File: src/rtl/rx_pkt_pkg.sv
// Shared definitions for the receive packet packer: FSM encoding,
// default sizing and the saturating length helper.
package rx_pkt_pkg;

  typedef enum logic [2:0] {
    ST_IDLE     = 3'd0,
    ST_WAIT_SOF = 3'd1,
    ST_RECEIVE  = 3'd2,
    ST_DRAIN    = 3'd3,
    ST_COMPLETE = 3'd4
  } state_t;

  localparam int              FIFO_DEPTH_DEF = 8;
  localparam int              LEN_W          = 11;
  localparam int              WORD_W         = 16;
  localparam logic [LEN_W-1:0] MAX_LEN_DEF   = 11'd1518;

  // Frame byte count sticks at all-ones instead of wrapping.
  function automatic logic [LEN_W-1:0] len_sat_inc(input logic [LEN_W-1:0] len);
    return (len == {LEN_W{1'b1}}) ? len : len + 11'd1;
  endfunction

endpackage

File: src/rtl/rx_packet_packer_if.sv
// MAC byte stream, consumer handshake and packed-word outputs of the packer.
interface rx_packet_packer_if;
  import rx_pkt_pkg::*;

  logic [7:0]        mac_rx_data_in;
  logic              mac_rx_valid_in;
  logic              mac_rx_sof_in;
  logic              mac_rx_eof_in;
  logic              rx_req_in;
  logic              test_pop_block;
  logic [WORD_W-1:0] rx_packet_data_out;
  logic              rx_packet_data_rdy_out;
  logic              rx_packet_complete_out;
  logic [LEN_W-1:0]  rx_packet_length_out;
  logic              rx_overflow_out;

  // Source side: MAC model plus consumer request.
  modport master (
    output mac_rx_data_in, mac_rx_valid_in, mac_rx_sof_in, mac_rx_eof_in,
    output rx_req_in, test_pop_block,
    input  rx_packet_data_out, rx_packet_data_rdy_out, rx_packet_complete_out,
    input  rx_packet_length_out, rx_overflow_out
  );

  // Packer side.
  modport slave (
    input  mac_rx_data_in, mac_rx_valid_in, mac_rx_sof_in, mac_rx_eof_in,
    input  rx_req_in, test_pop_block,
    output rx_packet_data_out, rx_packet_data_rdy_out, rx_packet_complete_out,
    output rx_packet_length_out, rx_overflow_out
  );

endinterface

File: src/rtl/rx_word_fifo.sv
// Synchronous 16-bit word FIFO with full/empty flags and a flush that
// empties it in one cycle. Push while full is accepted only with a pop.
module rx_word_fifo
  import rx_pkt_pkg::*;
#(
  parameter int FIFO_DEPTH = FIFO_DEPTH_DEF
) (
  input  logic              clk,
  input  logic              rst_n,
  input  logic              flush,
  input  logic              push,
  input  logic [WORD_W-1:0] wdata,
  input  logic              pop,
  output logic [WORD_W-1:0] rdata,
  output logic              full,
  output logic              empty
);

  localparam int AW = $clog2(FIFO_DEPTH);

  logic [WORD_W-1:0] mem [FIFO_DEPTH];
  logic [AW:0]       wr_ptr;
  logic [AW:0]       rd_ptr;
  logic              wr_en;
  logic              rd_en;

  assign empty = (wr_ptr == rd_ptr);
  assign full  = (wr_ptr[AW] != rd_ptr[AW]) && (wr_ptr[AW-1:0] == rd_ptr[AW-1:0]);
  assign wr_en = push && (!full || pop) && !flush;
  assign rd_en = pop && !empty && !flush;
  assign rdata = mem[rd_ptr[AW-1:0]];

  // Storage array; contents are don't-care while the pointers say empty.
  always_ff @(posedge clk) begin
    if (wr_en) mem[wr_ptr[AW-1:0]] <= wdata;
  end

  // Read/write pointers with an extra wrap bit to tell full from empty.
  always_ff @(posedge clk or negedge rst_n) begin
    if (!rst_n) begin
      wr_ptr <= '0;
      rd_ptr <= '0;
    end else if (flush) begin
      wr_ptr <= '0;
      rd_ptr <= '0;
    end else begin
      if (wr_en) wr_ptr <= wr_ptr + {{AW{1'b0}}, 1'b1};
      if (rd_en) rd_ptr <= rd_ptr + {{AW{1'b0}}, 1'b1};
    end
  end

endmodule

File: src/rtl/rx_packet_packer.sv
// Packs a MAC byte stream into big-endian 16-bit words for a consumer
// that requests one packet at a time, reporting length and overflow.
module rx_packet_packer
  import rx_pkt_pkg::*;
#(
  parameter int               FIFO_DEPTH = FIFO_DEPTH_DEF,
  parameter logic [LEN_W-1:0] MAX_LEN    = MAX_LEN_DEF
) (
  input  logic               clk,
  input  logic               rst_n,
  rx_packet_packer_if.slave  bus
);

  state_t            state;
  logic [7:0]        hi_byte_p0;
  logic              odd_p0;
  logic              push_vld_p0;
  logic [WORD_W-1:0] push_word_p0;
  logic [LEN_W-1:0]  length;
  logic [LEN_W-1:0]  len_nxt;
  logic              overflow;
  logic              complete;
  logic [WORD_W-1:0] data_p1;
  logic              vld_p1;

  logic [WORD_W-1:0] fifo_rdata;
  logic              fifo_full;
  logic              fifo_empty;
  logic              abort;
  logic              pop;
  logic              drop;

  // Consumer withdrawing its request while a packet is in flight abandons it.
  assign abort   = (state == ST_WAIT_SOF || state == ST_RECEIVE || state == ST_DRAIN)
                   && !bus.rx_req_in;
  assign pop     = !fifo_empty && (state == ST_RECEIVE || state == ST_DRAIN)
                   && bus.rx_req_in && !bus.test_pop_block;
  assign drop    = push_vld_p0 && fifo_full && !pop && !abort;
  assign len_nxt = len_sat_inc(length);

  rx_word_fifo #(.FIFO_DEPTH(FIFO_DEPTH)) u_fifo (
    .clk   (clk),
    .rst_n (rst_n),
    .flush (abort),
    .push  (push_vld_p0),
    .wdata (push_word_p0),
    .pop   (pop),
    .rdata (fifo_rdata),
    .full  (fifo_full),
    .empty (fifo_empty)
  );

  // Packet FSM: byte pairing, length/overflow tracking, completion strobe.
  always_ff @(posedge clk or negedge rst_n) begin
    if (!rst_n) begin
      state        <= ST_IDLE;
      hi_byte_p0   <= '0;
      odd_p0       <= 1'b0;
      push_vld_p0  <= 1'b0;
      push_word_p0 <= '0;
      length       <= '0;
      overflow     <= 1'b0;
      complete     <= 1'b0;
    end else begin
      push_vld_p0 <= 1'b0;
      complete    <= 1'b0;
      if (drop) overflow <= 1'b1;
      unique case (state)
        ST_IDLE: begin
          odd_p0 <= 1'b0;
          if (bus.rx_req_in) state <= ST_WAIT_SOF;
        end
        ST_WAIT_SOF: begin
          if (!bus.rx_req_in) begin
            state <= ST_IDLE;
          end else if (bus.mac_rx_valid_in && bus.mac_rx_sof_in) begin
            length   <= 11'd1;
            overflow <= 1'b0;
            if (bus.mac_rx_eof_in) begin
              push_vld_p0  <= 1'b1;
              push_word_p0 <= {bus.mac_rx_data_in, 8'h00};
              odd_p0       <= 1'b0;
              state        <= ST_DRAIN;
            end else begin
              hi_byte_p0 <= bus.mac_rx_data_in;
              odd_p0     <= 1'b1;
              state      <= ST_RECEIVE;
            end
          end
        end
        ST_RECEIVE: begin
          if (!bus.rx_req_in) begin
            odd_p0 <= 1'b0;
            state  <= ST_IDLE;
          end else if (bus.mac_rx_valid_in) begin
            length <= len_nxt;
            if (len_nxt > MAX_LEN) overflow <= 1'b1;
            if (odd_p0) begin
              push_vld_p0  <= 1'b1;
              push_word_p0 <= {hi_byte_p0, bus.mac_rx_data_in};
              odd_p0       <= 1'b0;
            end else if (bus.mac_rx_eof_in) begin
              push_vld_p0  <= 1'b1;
              push_word_p0 <= {bus.mac_rx_data_in, 8'h00};
            end else begin
              hi_byte_p0 <= bus.mac_rx_data_in;
              odd_p0     <= 1'b1;
            end
            if (bus.mac_rx_eof_in) begin
              odd_p0 <= 1'b0;
              state  <= ST_DRAIN;
            end
          end
        end
        ST_DRAIN: begin
          if (!bus.rx_req_in) begin
            state <= ST_IDLE;
          end else if (fifo_empty && !push_vld_p0) begin
            complete <= 1'b1;
            state    <= ST_COMPLETE;
          end
        end
        ST_COMPLETE: begin
          state <= ST_IDLE;
        end
        default: begin
          state <= ST_IDLE;
        end
      endcase
    end
  end

  // Output register: popped word appears the cycle after the pop, zero otherwise.
  always_ff @(posedge clk or negedge rst_n) begin
    if (!rst_n) begin
      data_p1 <= '0;
      vld_p1  <= 1'b0;
    end else begin
      vld_p1  <= pop;
      data_p1 <= pop ? fifo_rdata : '0;
    end
  end

  assign bus.rx_packet_data_out     = data_p1;
  assign bus.rx_packet_data_rdy_out = vld_p1;
  assign bus.rx_packet_complete_out = complete;
  assign bus.rx_packet_length_out   = length;
  assign bus.rx_overflow_out        = overflow;

endmodule

File: src/flat_wrapper.sv
// flat-port wrapper written by rule: the top's interface ports become plain ports
module rx_packet_packer_flat import rx_pkt_pkg::*;
#(
  parameter int               FIFO_DEPTH = FIFO_DEPTH_DEF,
  parameter logic [LEN_W-1:0] MAX_LEN    = MAX_LEN_DEF
)
  (clk, rst_n, bus_mac_rx_data_in, bus_mac_rx_valid_in, bus_mac_rx_sof_in, bus_mac_rx_eof_in, bus_rx_req_in, bus_test_pop_block, bus_rx_packet_data_out, bus_rx_packet_data_rdy_out, bus_rx_packet_complete_out, bus_rx_packet_length_out, bus_rx_overflow_out);
  rx_packet_packer_if bus_i ();
  input  logic clk;
  input  logic rst_n;
  input wire logic [$bits(bus_i.mac_rx_data_in)-1:0] bus_mac_rx_data_in;
  input wire logic [$bits(bus_i.mac_rx_valid_in)-1:0] bus_mac_rx_valid_in;
  input wire logic [$bits(bus_i.mac_rx_sof_in)-1:0] bus_mac_rx_sof_in;
  input wire logic [$bits(bus_i.mac_rx_eof_in)-1:0] bus_mac_rx_eof_in;
  input wire logic [$bits(bus_i.rx_req_in)-1:0] bus_rx_req_in;
  input wire logic [$bits(bus_i.test_pop_block)-1:0] bus_test_pop_block;
  output wire logic [$bits(bus_i.rx_packet_data_out)-1:0] bus_rx_packet_data_out;
  output wire logic [$bits(bus_i.rx_packet_data_rdy_out)-1:0] bus_rx_packet_data_rdy_out;
  output wire logic [$bits(bus_i.rx_packet_complete_out)-1:0] bus_rx_packet_complete_out;
  output wire logic [$bits(bus_i.rx_packet_length_out)-1:0] bus_rx_packet_length_out;
  output wire logic [$bits(bus_i.rx_overflow_out)-1:0] bus_rx_overflow_out;
  assign bus_i.mac_rx_data_in = bus_mac_rx_data_in;
  assign bus_i.mac_rx_valid_in = bus_mac_rx_valid_in;
  assign bus_i.mac_rx_sof_in = bus_mac_rx_sof_in;
  assign bus_i.mac_rx_eof_in = bus_mac_rx_eof_in;
  assign bus_i.rx_req_in = bus_rx_req_in;
  assign bus_i.test_pop_block = bus_test_pop_block;
  assign bus_rx_packet_data_out = bus_i.rx_packet_data_out;
  assign bus_rx_packet_data_rdy_out = bus_i.rx_packet_data_rdy_out;
  assign bus_rx_packet_complete_out = bus_i.rx_packet_complete_out;
  assign bus_rx_packet_length_out = bus_i.rx_packet_length_out;
  assign bus_rx_overflow_out = bus_i.rx_overflow_out;
  rx_packet_packer #(.FIFO_DEPTH(FIFO_DEPTH), .MAX_LEN(MAX_LEN)) u_core (.clk(clk), .rst_n(rst_n), .bus(bus_i));
endmodule
File: config.mk
export PLATFORM = sky130hd
export DESIGN_NAME = rx_packet_packer_flat
export DESIGN_NICKNAME = d
export VERILOG_FILES = /design/src/rtl/rx_pkt_pkg.sv /design/src/rtl/rx_packet_packer_if.sv /design/src/rtl/rx_word_fifo.sv /design/src/rtl/rx_packet_packer.sv /design/src/flat_wrapper.sv
export SDC_FILE = /design/constraint.sdc
export NUM_CORES = 1
export LEC_CHECK = 0
export ABC_CLOCK_PERIOD_IN_PS = 3000
export CAP_MARGIN = 20
export CORE_MARGIN = 3
export CORE_UTILIZATION = 45
export DETAILED_ROUTE_END_ITERATION = 12
export PLACE_DENSITY_LB_ADDON = 0.05
export SLEW_MARGIN = 20
export SYNTH_ARGS = -nofsm -noshare
export SYNTH_HDL_FRONTEND = slang
export SYNTH_SLANG_ARGS = --single-unit
export TNS_END_PERCENT = 20
File: constraint.sdc
create_clock -name clk -period 3 [get_ports clk]
set_input_delay 0.45 -clock clk [delete_from_list [all_inputs] [get_ports clk]]
set_output_delay 0.45 -clock clk [all_outputs]
set_load 0.05 [all_outputs]
==> run metrics, run 1 <==
status complete, no violations; Post-Syn Nets approximately 510; Overflow after GRT 0; final instance area 9200 um2; wire length on met3 about 500 um; core area ~17,000 um2; CP top delay family compound AO/OA/AOI/OAI gates; Area Overhead vs Synth 17.1%; CTS max path bufs 2; reg-to-reg endpoint u_core.u_fifo.rd_ptr[2]; Combinational Power Share 13.7%; hold_buf cts 0; sequential share of power 53.1%; CTS Sinks about 200; Antenna Nets Post-Route 0; layout cells sized above 1 about 18%; Vias between 4,000 and 5,000; synth warn 0; io pins 45; crit-path most repeated cell xnor2_1; pin count of the biggest net entering global routing between 60 and 70; Power Density 736 nW/um2; crit path buf inv count 1; DP HPWL between 9000 and 10,000 um; diodes inserted 0; M1 WL roughly 7100 um; sw frac ~27%; RSZ-0062 raised after global routing no; ys flop type edfxtp_1; kind of critical path reg -> reg; Top Metal Used met4; Fin Setup TNS 0 ns; dominant cell by count in the synthesized netlist edfxtp_1; RR Startpoint u_core.u_fifo.wr_ptr[2]; Synth area leader edfxtp_1; setup violators final 0; initial antenna violation count 0; routed wire length roughly 15,000 um; Avg Inst Size Synth roughly 16 um2; Starting Density a little under half; most frequent cells after synthesis 128 x edfxtp_1, 67 x dfrtp_1, 43 x nor2_1; GPL Wtd Cong between 0.8 and 0.9; Post-synth ARST share between 30% and 40%; Root Buffer clkbuf_16; Detailed Routing Iterations Pass 1 6; CTS buffer count 17; Die H 138 um; f_max roughly 400 MHz; crit path cell chain xnor2_1, nand3_1, o21ai_2, inv_1, and2_1, xnor2_1, nor2_1; CP max stage delay between 0.7 and 0.8 ns; CTS clk-pin slew, worst paths approximately 0.07 ns; leak pwr around 3.3 nW; Startpoint Class flip-flop; Final Slew Violations 0; Pwr Total slightly below 7 mW; Hold Violations, Final 0; slowest CP cell o21ai_2; Cell Int Power slightly below 5 mW; R2R Setup Slk between 0.5 and 0.6 ns; Crit. Startpoint u_core.u_fifo.wr_ptr[2]; Max-cap violations 0; Cell variety after synth 48; met2 wire len ~7500 um; worst hold slack ~0.14 ns; Psw about 1.8 mW; post_cts resized 0; Die X-Extent 138 um; Clk Latency, worst-skew pair ~0.43 ns; H-tree level count 4; number of synthesized flops with an enable pin approximately 130; Area contributors post-synth edfxtp_1 49%, dfrtp_1 21%, mux4_2 9.2%; number of global-route vias before repair ~4,400; final worst path period share around 80%; Slew HR 39.2%; Hold Path Class in -> async; Rows 47; CP arrival 2.77 ns; Post-Synthesis Cells around 490; Post-CTS Setup Bufs 0; full die area 19,100 um2; post-DR vias/cell about 5.4; 1st-iter DRT viols approximately 250; CP Max Fanout 19; IO buf count 44; Worst EP required approximately 3.3 ns; Total GRT Usage between 15 and 20%; Clock Power Share between 30% and 40%; Yosys top cell area share 48.9%; routed len/inst 19.7 um; Period minus WS final roughly 2.5 ns; Crit. End Element flip-flop; Final nets ~560; Synth Register Bits 195; drt drc 0; placed instance area approximately 8600 um2; FF-to-FF path depth 7; Tightest Pin Transition 0.912 ns; first-pass GRT wire length between 20,000 and 25,000 um; synthesized area 7850 um2; Peak VDD IR around 0.00045 V; worst clock skew roughly 0.011 ns; sequential area share after synthesis between 70% and 80%; CTS tree yes
==> cell usage in the layout (no fill, tap or decap), drive strengths merged, types with 2 or more instances in the layout <==
cell | synthesis | final
a31oi | 2 | 2
ha | 3 | 3
mux2 | 8 | 8
or3 | 3 | 3
buf | 12 | 19
mux2i | 26 | 26
nor4 | 2 | 2
a21oi | 18 | 18
and4b | 2 | 2
mux4 | 32 | 32
nor3b | 2 | 2
and4 | 2 | 2
and3 | 3 | 3
clkdlybuf4s50 | 0 | 43
xor2 | 3 | 3
inv | 4 | 9
xnor2 | 10 | 10
nand3 | 7 | 7
dfrtp | 67 | 67
nor3 | 7 | 7
nor2 | 43 | 43
clkbuf | 14 | 23
edfxtp | 128 | 128
nand2b | 7 | 7
o31ai | 3 | 3
nand2 | 31 | 31
nand4 | 2 | 2
clkinv | 0 | 2
o31a | 2 | 2
o21ai | 22 | 22
a22o | 10 | 10
==> state kept, by name (all words and copies together), names as in the netlist <==
name / flops
u_core.u_fifo.mem: 128
u_core.bus.rx_packet_data_out: 16
u_core.push_word_p0: 16
u_core.bus.rx_packet_length_out: 11
u_core.hi_byte_p0: 8
u_core.u_fifo.rd_ptr: 4
u_core.u_fifo.wr_ptr: 4
u_core.state: 3
u_core.bus.rx_overflow_out: 1
u_core.bus.rx_packet_complete_out: 1
u_core.bus.rx_packet_data_rdy_out: 1
u_core.odd_p0: 1
u_core.push_vld_p0: 1
==> logic make-up after synthesis <==
logic type	Yosys count	share of synthesized area (%)
AO/OA/AOI/OAI	67	5.59
XOR/XNOR	13	1.45
adder cells (fa/ha/maj)	3	0.478
buffers and inverters	30	1.64
flip-flops	195	70.3
multiplexers	66	13.6
AND/OR/NAND/NOR	114	6.91
==> cell type report <==
class                   count  area (um2)
multi-input cells         263        2220
fillers                  1397        7620
clock inverters             9        90.1
flip-flops and latches    195        5520
well taps                 220         275
inverters                   4        15.0
clock buffers              23         500
repair buffers             62         573
==> routing by layer <==
layer	track usage, %	vias to the layer above
met4	4.68	0
li1	-	1977
met1	23.4	2133
met2	26.7	77
met5	0	-
met3	3.94	10
==> worst register-to-register path, stage by stage, from the launching register on <==
cell and delay (ns):
dfrtp_1 0.53, xnor2_1 0.17, nand3_1 0.20, o21ai_2 0.78
inv_1 0.24, and2_1 0.24, xnor2_1 0.14, nor2_1 0.06
==> how the worst max path moves through the flow <==
stage                                         end  slack, ns  cells after the start
after floorplan           u_core.u_fifo.mem[1][0]       0.17                      7
after global placement       u_core.hi_byte_p0[6]       0.46                      6
after detailed placement     u_core.hi_byte_p0[3]       0.38                      6
final                     u_core.u_fifo.rd_ptr[2]       0.54                      7
after global routing      u_core.u_fifo.rd_ptr[2]       0.27                      7
after CTS                 u_core.u_fifo.rd_ptr[2]       0.46                      7
==> metrics by stage <==
stage / utilization (%) / setup WS (ns) / std cells
6_report: 54.7 / 0.539 / 776
4_1_cts: 54.7 / 0.462 / 776
3_5_place_dp: 51.2 / 0.385 / 744
5_1_grt: 54.7 / 0.269 / 776
3_3_place_gp: 51.2 / 0.464 / 744
2_1_floorplan: - / 0.171 / 488
==> power groups by stage <==
stage	sequential [mW]	clock (mW)	combinational, mW
3_5_place_dp	3.65	0	0.941
5_1_grt	3.64	2.41	1.03
6_report	3.59	2.24	0.930
3_3_place_gp	3.62	0	0.929
4_1_cts	3.59	2.30	0.945
2_1_floorplan	3.61	0	0.602
(Power assumes the default switching activity.)
==> run 2, diff against run 1 <==
--- a/config.mk
+++ b/config.mk
@@ -5,7 +5,7 @@
 export SDC_FILE = /design/constraint.sdc
 export NUM_CORES = 1
 export LEC_CHECK = 0
-export ABC_CLOCK_PERIOD_IN_PS = 3000
+export ABC_CLOCK_PERIOD_IN_PS = 2100
 export CAP_MARGIN = 20
 export CORE_MARGIN = 3
 export CORE_UTILIZATION = 45
==> constraint.sdc (replaced) <==
create_clock -name clk -period 2.1 [get_ports clk]
set_input_delay 0.315 -clock clk [delete_from_list [all_inputs] [get_ports clk]]
set_output_delay 0.315 -clock clk [all_outputs]
set_load 0.05 [all_outputs]
==> run metrics, run 2 (synthesis gave the netlist of run 1 again) <==
highest-count cells in the layout ignoring fill and taps 128 x edfxtp_1, 65 x dfrtp_1, 37 x nor2_1, 37 x clkdlybuf4s50_1, 34 x buf_4; Tightest Pin Transition a little under 0.8 ns; Slew HR 47.5%; CP Max Fanout 5; Pwr Total between 10 and 15 mW; Crit. Startpoint u_core.bus.rx_packet_length_out[0]; leak pwr between 3 and 4 nW; Hold Violations, Final 0; RR Startpoint u_core.state[2]; CP top delay family buffers and inverters; crit path buf inv count 2; io pins 45; layout cells sized above 1 23.8%; CTS Sinks around 200; Vias around 4,400; initial antenna violation count 0; RSZ-0062 raised after global routing no; Overflow after GRT 0; final instance area about 9700 um2; worst clock skew between 0.01 and 0.015 ns; slowest CP cell clkdlybuf4s50_1; fill count 1,358; kind of critical path reg -> out; Peak VDD IR roughly 0.00073 V; 1st-iter DRT viols 262; GR Util met3 under 10%; Startpoint Class flip-flop; DP HPWL 9930 um; number of global-route vias before repair approximately 4,600; pin count of the biggest net entering global routing between 50 and 60; Final Slew Violations 0; CTS max path bufs 2; GPL Wtd Cong ~0.85; routed wire length around 16,000 um; Worst EP required ~1.8 ns; post-DR vias/cell between 5 and 6; setup violators final 0; IO buf count 44; routed len/inst about 20 um; Die X-Extent 138 um; max FFs per register between 100 and 150; Die H about 140 um; Starting Density between 40% and 50%; Power Density between 1000 and 1500 nW/um2; status complete, no violations; worst hold slack about 0.51 ns; Detailed Routing Iterations Pass 1 4; Crit. End Element output pin; Total GRT Usage ~17%; diodes inserted 0; area of the multi-input gates between 2000 and 2500 um2; Clk Latency, worst-skew pair approximately 0.43 ns; Period minus WS final around 2 ns; Root Buffer clkbuf_16; met1 Use GR between 20% and 30%; Global Route met2 Usage 28.2%; CP max stage delay about 0.80 ns; CTS tree yes; Max-cap violations 0; Antenna Nets Post-Route 0; placed instance area approximately 9000 um2; full die area between 15,000 and 20,000 um2; first-pass GRT wire length ~26,000 um; CTS buffer count 17; f_max around 500 MHz; Hold Path Class in -> async; Most Crowded Layer GR met2; final worst path period share roughly 97%; crit path cell chain buf_4, clkdlybuf4s50_1; Final nets 590; Area Overhead vs Synth 23.3%; drt drc 0; Fin Setup TNS 0 ns; register area around 5500 um2; CP arrival 1.73 ns; final design utilization between 50% and 60%; core area 16,800 um2; Rows 47; commonest non-fill, non-tap cell in the layout edfxtp_1; H-tree level count 4; CTS clk-pin slew, worst paths around 0.07 ns
## run 2: final cells by class
class / instances / area share, %
clock inverter: 9 / 0.904
inverter: 4 / 0.155
tap: 220 / 2.84
timing repair buffer: 91 / 9.95
clock buffer: 23 / 5.37
sequential: 195 / 57.0
multi-input combinational: 263 / 23.8
## run 2: what timing repair did
| action | 4_1_cts | 5_1_grt |
|---|---|---|
| setup endpoints to repair | 2 | 14 |
| resized for setup | 2 | 6 |
| pin swaps | 0 | 1 |
| setup buffers | 0 | 1 |
| endpoints found under the hold margin | 22 | 0 |
| hold buffers | 1 | 0 |
## run 2: final timing paths
| check | to | slack [ns] | cells past startpoint |
|---|---|---|---|
| min in group clk | u_core.hi_byte_p0[2] | 0.51 | 1 |
| worst max register to register | u_core.u_fifo.mem[0][4] | 0.10 | 6 |
| worst max-delay path | bus_rx_packet_length_out[0] | 0.06 | 2 |
| max in group asynchronous | u_core.hi_byte_p0[1] | 0.96 | 3 |
| worst min-delay path | u_core.bus.rx_packet_data_out[9] | 0.51 | 2 |
| worst min register to register | u_core.hi_byte_p0[2] | 0.51 | 1 |
## run 2: report_power, final
part | switching [mW] | internal, mW
registers | 0.427 | 4.65
clock network | 1.40 | 1.89
logic | 0.887 | 0.796
## run 2: metrics by stage
step	std cells	worst slack, ns
2_1_floorplan	488	-0.260
6_report	805	0.0592
3_3_place_gp	771	-0.171
5_1_grt	805	0.00470
4_1_cts	804	0.0101
3_5_place_dp	771	-0.178
## run 2: metal layers
layer | part of all wire (%) | up-vias
li1 | - | 2045
met1 | 46 | 2223
met2 | 49 | 82
met3 | 3.6 | 17
met4 | 1.4 | 0
met5 | 0 | -
